$ cat src/rtl/probe_pkg.sv
// Shared constants and types for the probe capture stage: channel geometry,
// 27 MHz default timing, and the button debouncer state encoding.
package probe_pkg;

    localparam int NUM_CH = 8;
    localparam int CH_W   = 8;

    localparam int DEF_SAMPLE_DIV      = 2_700_000;
    localparam int DEF_DEBOUNCE_CYCLES = 270_000;

    typedef logic [CH_W-1:0] ch_t;

    typedef enum logic [1:0] {
        DB_RELEASED,
        DB_WAIT_PRESS,
        DB_PRESSED,
        DB_WAIT_RELEASE
    } db_state_t;

endpackage

$ cat src/rtl/btn_debounce.sv
// Debouncer for an active-low bouncy push button: two-flop synchronizer and a
// four-state FSM that accepts a level only after DEBOUNCE_CYCLES stable cycles.
module btn_debounce
    import probe_pkg::*;
#(
    parameter int DEBOUNCE_CYCLES = DEF_DEBOUNCE_CYCLES
) (
    input  logic clk,
    input  logic resetn,
    input  logic raw,
    output logic press,
    output logic level
);

    localparam int CNT_W = (DEBOUNCE_CYCLES > 1) ? $clog2(DEBOUNCE_CYCLES) : 1;
    localparam logic [CNT_W-1:0] CNT_LAST = CNT_W'(DEBOUNCE_CYCLES - 1);

    logic             r_sync1;
    logic             r_sync2;
    db_state_t        r_state;
    db_state_t        w_state_next;
    logic [CNT_W-1:0] r_cnt;
    logic [CNT_W-1:0] w_cnt_next;

    // Synchronizer resets to the idle (released, high) level of the button.
    always_ff @(posedge clk or negedge resetn) begin
        if (!resetn) begin
            r_sync1 <= 1'b1;
            r_sync2 <= 1'b1;
        end else begin
            r_sync1 <= raw;
            r_sync2 <= r_sync1;
        end
    end

    always_ff @(posedge clk or negedge resetn) begin
        if (!resetn) begin
            r_state <= DB_RELEASED;
            r_cnt   <= '0;
        end else begin
            r_state <= w_state_next;
            r_cnt   <= w_cnt_next;
        end
    end

    always_comb begin
        w_state_next = r_state;
        w_cnt_next   = r_cnt;
        press        = 1'b0;
        case (r_state)
            DB_RELEASED: begin
                if (!r_sync2) begin
                    w_state_next = DB_WAIT_PRESS;
                    w_cnt_next   = '0;
                end
            end
            DB_WAIT_PRESS: begin
                if (r_sync2) begin
                    w_state_next = DB_RELEASED;
                end else if (r_cnt == CNT_LAST) begin
                    w_state_next = DB_PRESSED;
                    press        = 1'b1;
                end else begin
                    w_cnt_next = r_cnt + 1'b1;
                end
            end
            DB_PRESSED: begin
                if (r_sync2) begin
                    w_state_next = DB_WAIT_RELEASE;
                    w_cnt_next   = '0;
                end
            end
            DB_WAIT_RELEASE: begin
                if (!r_sync2) begin
                    w_state_next = DB_PRESSED;
                end else if (r_cnt == CNT_LAST) begin
                    w_state_next = DB_RELEASED;
                end else begin
                    w_cnt_next = r_cnt + 1'b1;
                end
            end
            default: w_state_next = DB_RELEASED;
        endcase
    end

    assign level = (r_state == DB_PRESSED) || (r_state == DB_WAIT_RELEASE);

endmodule

$ cat src/rtl/probe_sampler.sv
// Samples eight probe channels once per window (snapshot or sticky-OR) and
// presents stable bytes to the LCD monitor; a debounced button freezes them.
module probe_sampler
    import probe_pkg::*;
#(
    parameter int SAMPLE_DIV      = DEF_SAMPLE_DIV,
    parameter int DEBOUNCE_CYCLES = DEF_DEBOUNCE_CYCLES
) (
    input  logic            clk,
    input  logic            resetn,
    input  logic [CH_W-1:0] in_0,
    input  logic [CH_W-1:0] in_1,
    input  logic [CH_W-1:0] in_2,
    input  logic [CH_W-1:0] in_3,
    input  logic [CH_W-1:0] in_4,
    input  logic [CH_W-1:0] in_5,
    input  logic [CH_W-1:0] in_6,
    input  logic [CH_W-1:0] in_7,
    input  logic            mode,
    input  logic            freeze_btn,
    output logic [CH_W-1:0] out_0,
    output logic [CH_W-1:0] out_1,
    output logic [CH_W-1:0] out_2,
    output logic [CH_W-1:0] out_3,
    output logic [CH_W-1:0] out_4,
    output logic [CH_W-1:0] out_5,
    output logic [CH_W-1:0] out_6,
    output logic [CH_W-1:0] out_7,
    output logic            frozen,
    output logic            sample_tick
);

    localparam int CNT_W = $clog2(SAMPLE_DIV);
    localparam logic [CNT_W-1:0] CNT_LAST = CNT_W'(SAMPLE_DIV - 1);

    ch_t              w_in       [NUM_CH];
    ch_t              r_in_reg   [NUM_CH];
    ch_t              r_acc      [NUM_CH];
    ch_t              r_out      [NUM_CH];
    ch_t              w_acc_next [NUM_CH];
    ch_t              w_out_next [NUM_CH];
    logic [CNT_W-1:0] r_cnt;
    logic             w_tick;
    logic             r_frozen;
    logic             r_sample_tick;
    logic             w_press;
    logic             w_btn_level;

    assign w_in[0] = in_0;
    assign w_in[1] = in_1;
    assign w_in[2] = in_2;
    assign w_in[3] = in_3;
    assign w_in[4] = in_4;
    assign w_in[5] = in_5;
    assign w_in[6] = in_6;
    assign w_in[7] = in_7;

    assign out_0 = r_out[0];
    assign out_1 = r_out[1];
    assign out_2 = r_out[2];
    assign out_3 = r_out[3];
    assign out_4 = r_out[4];
    assign out_5 = r_out[5];
    assign out_6 = r_out[6];
    assign out_7 = r_out[7];

    assign frozen      = r_frozen;
    assign sample_tick = r_sample_tick;
    assign w_tick      = (r_cnt == CNT_LAST);

    // The accumulator holds SAMPLE_DIV-1 samples at the tick; OR-ing in the
    // current in_reg completes the window to exactly SAMPLE_DIV samples.
    generate
        for (genvar gi = 0; gi < NUM_CH; gi++) begin : g_ch
            assign w_acc_next[gi] = w_tick ? '0 : (r_acc[gi] | r_in_reg[gi]);
            assign w_out_next[gi] = (w_tick && !r_frozen)
                                  ? (mode ? (r_acc[gi] | r_in_reg[gi]) : r_in_reg[gi])
                                  : r_out[gi];
        end
    endgenerate

    always_ff @(posedge clk or negedge resetn) begin
        if (!resetn) begin
            r_cnt <= '0;
        end else if (w_tick) begin
            r_cnt <= '0;
        end else begin
            r_cnt <= r_cnt + 1'b1;
        end
    end

    always_ff @(posedge clk or negedge resetn) begin
        if (!resetn) begin
            for (int i = 0; i < NUM_CH; i++) begin
                r_in_reg[i] <= '0;
                r_acc[i]    <= '0;
                r_out[i]    <= '0;
            end
        end else begin
            for (int i = 0; i < NUM_CH; i++) begin
                r_in_reg[i] <= w_in[i];
                r_acc[i]    <= w_acc_next[i];
                r_out[i]    <= w_out_next[i];
            end
        end
    end

    // The tick sees the pre-edge freeze state, so a press landing on the tick
    // edge still lets that one update through.
    always_ff @(posedge clk or negedge resetn) begin
        if (!resetn) begin
            r_frozen      <= 1'b0;
            r_sample_tick <= 1'b0;
        end else begin
            r_sample_tick <= w_tick && !r_frozen;
            if (w_press && !w_btn_level) begin
                r_frozen <= !r_frozen;
            end
        end
    end

    btn_debounce #(
        .DEBOUNCE_CYCLES(DEBOUNCE_CYCLES)
    ) u_btn_debounce (
        .clk   (clk),
        .resetn(resetn),
        .raw   (freeze_btn),
        .press (w_press),
        .level (w_btn_level)
    );

endmodule

$ cat config.mk
export PLATFORM = sky130hd
export DESIGN_NAME = probe_sampler
export DESIGN_NICKNAME = d
export VERILOG_FILES = /design/src/rtl/probe_pkg.sv /design/src/rtl/btn_debounce.sv /design/src/rtl/probe_sampler.sv
export SDC_FILE = /design/constraint.sdc
export NUM_CORES = 1
export LEC_CHECK = 0
export CORE_MARGIN = 2
export CORE_UTILIZATION = 54
export CTS_CLUSTER_DIAMETER = 80
export DETAILED_ROUTE_END_ITERATION = 10
export PLACE_DENSITY = 0.8
export REMOVE_ABC_BUFFERS = 1
export SKIP_CTS_REPAIR_TIMING = 1
export SYNTH_ARGS = -nofsm -noshare
export SYNTH_HDL_FRONTEND = slang
export SYNTH_SLANG_ARGS = --single-unit
$ cat constraint.sdc
create_clock -name clk -period 2.9 [get_ports clk]
set_input_delay 0.435 -clock clk [delete_from_list [all_inputs] [get_ports clk]]
set_output_delay 0.435 -clock clk [all_outputs]
set_load 0.02 [all_outputs]
; ---- Yosys cells after proc, flatten, opt, wreduce, memory -nomap -nowiden
; Cells that the tools add are included.
[totals]
regBits = 239
in_bits = 68
output_inout_bits = 66
wordCells = 93
[classes]
addsub = 2
n_eq_ne = 11
muxes = 33
bitwise_logic = 8
reduce_logical = 8
[ops]
columns = op, n
row1 = 8-bit 2-to-1 mux, 16
row2 = 19-bit 2-to-1 mux, 5
row3 = 19-bit one-hot mux with 4 select lines, 1
row4 = 8-bit OR, 8
row5 = 22-bit by 1-bit adder with 22-bit output (second input constant), 1
row6 = 22-bit equality test (second input constant), 1
row7 = 22-bit 2-to-1 mux, 1
row8 = 19-bit by 1-bit adder with 19-bit output (second input constant), 1
row9 = 19-bit equality test (second input constant), 1
row10 = 2-bit 2-to-1 mux, 6
row11 = 2-bit one-hot mux with 4 select lines, 1
row12 = 4-bit AND reduction, 2
row13 = 2-bit equality test (second input constant), 2
row14 = 2-bit by 1-bit inequality test with 1-bit output (second input constant), 2
row15 = 2-bit inequality test (second input constant), 2
row16 = 1-bit 2-to-1 mux, 3
row17 = 3-bit by 1-bit inequality test with 1-bit output (second input constant), 1
row18 = 3-bit inequality test (second input constant), 1
row19 = 2-bit by 1-bit equality test with 1-bit output (second input constant), 1
row20 = 1-bit logical AND, 2
row21 = 1-bit zero test, 2
row22 = 2-bit zero test, 1
row23 = 1-bit logical OR, 1

; ---- Longest topological paths before layout
[logic_depth]
ltp_word = 5
mapped_depth = 7
ltp_nobuf = 5

; ---- Modules after synthesis
; Synthesis repeated with hierarchy kept, for this count alone.
[hier_totals]
hier_cells = 778
hier_area_um2 = 9043.7
[modules_own_cells]
columns = module, n_inst, cells_per_inst, area_per_inst_um2, seq_area_each_um2
row1 = probe_sampler, 1, 648, 7842.5, 5405.2
row2 = btn_debounce, 1, 130, 1201.2, 578.1

; ---- Worst setup path after synthesis
; No wires, ideal clock.
[synth_path]
path_type = register -> register
start = register r_cnt[14]
end = register r_out, in the netlist out_7[6]
setup_ps = 124
arrival_time_ps = 2127
t_required_ps = 2776
setup_slack_ps = 649
path_stages_with_launch = 7
n_path_buf = 2
period_less_slack_ps = 2251
cell_sequence = dfrtp_1 or4b_1 or4_4 or3_4 buf_12 buf_12 mux2i_1
[synth_between]
elab_chain_len = 2
[synth_rtl]
columns = item, line
row1 = start: declaration, probe_sampler.sv:42  ; logic [CNT_W-1:0] r_cnt;
row2 = start signal: assignment, probe_sampler.sv:88  ; r_cnt <= r_cnt + 1'b1;
row3 = 22-bit equality test, probe_sampler.sv:69  ; assign w_tick = (r_cnt == CNT_LAST);
row4 = 1-bit logical AND, probe_sampler.sv:76  ; assign w_out_next[gi] = (w_tick && !r_frozen)
row5 = end signal: indexed assignment, probe_sampler.sv:103  ; r_out[i] <= w_out_next[i];
row6 = end: declaration, probe_sampler.sv:39  ; ch_t r_out [NUM_CH];
; Every way passes these cells.
; A chain may end at the register's enable or synchronous reset.

; ---- Worst setup path after layout
[layout_path]
start = register r_cnt[18]
end = register r_out, in the netlist out_1[0]
; The elaborated chain is that of the path after synthesis.

==> results.json <==
{
  "synth-simple-area-share": 0.132,
  "synth_mux_area_frac": 0.0718,
  "min_from": "freeze_btn",
  "final_cell_area_sq_um": 11500,
  "ant_nets": 0,
  "layout.nets": 1001,
  "hold_violations": 0,
  "nFillCells": 1192,
  "drc": 0,
  "synthCells": 779,
  "drive_above_1_share": 0.0706,
  "pin_count": 134,
  "clock_path_buffers": 3,
  "clock_latency_ns": 0.51,
  "hold_path_class": "primary input to flop",
  "ir_drop_mv": 0.433,
  "dp_cells": 1123,
  "die_w_um": 134,
  "gp_congestion": 0.837,
  "synth_edf_count": 0,
  "avgRoutedWirePerCell_um": 16.0,
  "cp_max_fo": 24,
  "grtUsageTotal": 0.215,
  "synth.cell_area_sq_um": 9070,
  "arrival_ns": 3.02,
  "area_growth_pct": 26.7,
  "finalPower_mw": 6.88,
  "htree_levels": 1,
  "place_area_sq_um": 10600,
  "syn_avg_cell_area_sq_um": 11.6,
  "setup.worst_path.start": "r_cnt[18]$_DFF_PN0_",
  "num_rows": 47,
  "fin_crit_ns": 2.61,
  "wl_um": 18700,
  "yosys_warnings": 0,
  "slew_violations": 0,
  "cts.sinks": 239,
  "setup_tns_ns": 0,
  "diodes": 0,
  "path_class": "flop to flop",
  "synthFlopType": "dfrtp_1",
  "outcome": "finished, final reports clean",
  "worst_slew_margin_rel": 0.588,
  "synthDistinctLibCells": 48,
  "numCtsBuffers": 25,
  "dp_hpwl_um": 12200,
  "dr.pass1.iters": 4,
  "power_leakage_nw": 5.14,
  "endpoint_kind": "flop",
  "cts-root-buf": "clkbuf_16",
  "crit_required_ns": 3.31,
  "r2r_start": "r_cnt[18]$_DFF_PN0_",
  "first_global_vias": 6206,
  "synth_compound_area_frac": 0.0571,
  "clkSlewWorstSetupHoldPaths_ns": 0.06,
  "start_util": 0.549,
  "synth_top_area_share": 0.654,
  "place.port_buffers": 133,
  "finalSetupViolCount": 0,
  "synthArstFlopShare": 1.00,
  "synth.area.top_cells": "dfrtp_1 65%, mux2i_1 7.2%, nor2_1 6.2%, a21oi_1 4.0%, inv_1 3.0%",
  "start_kind": "flop",
  "clock_skew_ns": 0.0142,
  "rsz0062_at_grt": "no",
  "first_iter_violations": 346,
  "antenna_found_initial": 0,
  "ys_seq_area_frac": 0.660,
  "drv_cap": 0,
  "timing.fmax_mhz": 383,
  "fp.dieH_um": 134,
  "synth_top_area_cell": "dfrtp_1",
  "vias": 6103,
  "whs_path_depth": 1,
  "cts_tree": "done",
  "r2r_cells": 5,
  "final_cell_count_no_fill": 1169,
  "drt-vias-per-instance": 5.22,
  "worstMarginPinSlew_ns": 0.616,
  "grt_first_pass_wirelength_um": 30900,
  "post_synth_fa_ha_maj_area_fraction": 0.00276,
  "grt_max_degree": 93,
  "hold_ws_ns": 0.340,
  "die-area_sq_um": 17800,
  "overflow": 0,
  "synth_top_family_by_area": "simple AND/OR/NAND/NOR gates",
  "synth_xor_area_frac": 0.0222,
  "core_area_sq_um": 16500,
  "power_density_nw_per_um2": 600,
  "ys_ff_latch": 239,
  "fin_crit_sh": 0.901
}
synthesized netlist by cell type, types with 2 or more instances:
| master | number |
|---|---|
| o41ai_1 | 2 |
| nand2_1 | 22 |
| nor3_1 | 6 |
| o21ai_0 | 9 |
| or4_1 | 5 |
| a21oi_1 | 73 |
| xnor2_1 | 15 |
| dfstp_2 | 2 |
| nor2_1 | 150 |
| xor2_1 | 8 |
| nand4_1 | 11 |
| nor4bb_1 | 2 |
| ha_1 | 2 |
| clkbuf_1 | 13 |
| inv_1 | 73 |
| and4_1 | 3 |
| nor4b_1 | 2 |
| mux2i_1 | 65 |
| dfrtp_1 | 237 |
| a31oi_1 | 2 |
| buf_1 | 5 |
| nand3_1 | 17 |
| and3_1 | 6 |
| o211ai_1 | 4 |
| buf_12 | 7 |
| or3_1 | 5 |
| nor3b_1 | 3 |
| nand4b_1 | 3 |
| nor4_1 | 8 |
critical path, stage by stage (launching register included):
cell and delay, ns:
dfrtp_1 0.41, nor4bb_1 0.44, or4bb_1 0.63, or3_4 0.55, buf_12 0.26, mux2i_1 0.22
area by class of cell:
| class | count | area [sq um] | area share |
|---|---|---|---|
| inverters | 73 | 274 | 0.0239 |
| repair buffers | 151 | 1520 | 0.132 |
| multi-input cells | 441 | 2600 | 0.227 |
| flip-flops and latches | 239 | 5980 | 0.521 |
| clock inverters | 10 | 125 | 0.0109 |
| clock buffers | 35 | 703 | 0.0612 |
| well taps | 220 | 275 | 0.0240 |
layer usage:
layer	part of all wire	GRT usage
met1	0.44	0.304
met2	0.49	0.356
met3	0.052	0.0335
met4	0.017	0.0514
met5	0	0
power breakdown:
| part | internal (mW) | leakage [nW] | switching [mW] |
|---|---|---|---|
| sequential | 3.40 | 2.83 | 0.0465 |
| clock | 1.95 | 0.414 | 1.23 |
| combinational | 0.121 | 1.90 | 0.136 |
| total | 5.47 | 5.14 | 1.42 |
worst paths after layout:
path / end / slack (ns)
worst max-delay path: out_1[0]$_DFFE_PN0P_ / 0.29
min in group asynchronous: out_6[7]$_DFFE_PN0P_ / 0.46
worst max register to register: out_1[0]$_DFFE_PN0P_ / 0.29
worst min register to register: u_btn_debounce.r_sync2$_DFF_PN1_ / 0.36
max in group asynchronous: r_in_reg[26]$_DFF_PN0_ / 1.56
worst min-delay path: u_btn_debounce.r_sync1$_DFF_PN1_ / 0.34
kinds of logic after synthesis:
| family | count (synthesis) |
|---|---|
| simple gates | 255 |
| flops | 239 |
| compound gates | 96 |
| mux | 65 |
| buf+inv | 99 |
| xor+xnor | 23 |
| fa+ha+maj | 2 |
cell usage in the layout (no fill, tap or decap), types with 7 or more instances in the layout:
master           count
dfrtp_1            237
clkdlybuf4s50_1    131
a21oi_1             73
clkinv_2             7
clkbuf_16           25
xor2_1               8
o21ai_0              9
nand3_1             17
mux2i_1             65
nor2_1             149
nand2_1             22
buf_4               13
inv_1               73
nor4_1               8
nand4_1             11
xnor2_1             15
metrics by stage:
| step | setup WS [ns] | util |
|---|---|---|
| global placement | 0.419 | 0.644 |
| finish | 0.287 | 0.695 |
| detailed placement | 0.324 | 0.644 |
| CTS | 0.312 | 0.694 |
| floorplan | -1.17 | - |
| global route | 0.151 | 0.695 |
Note: power is estimated with default switching activity, not from simulation.
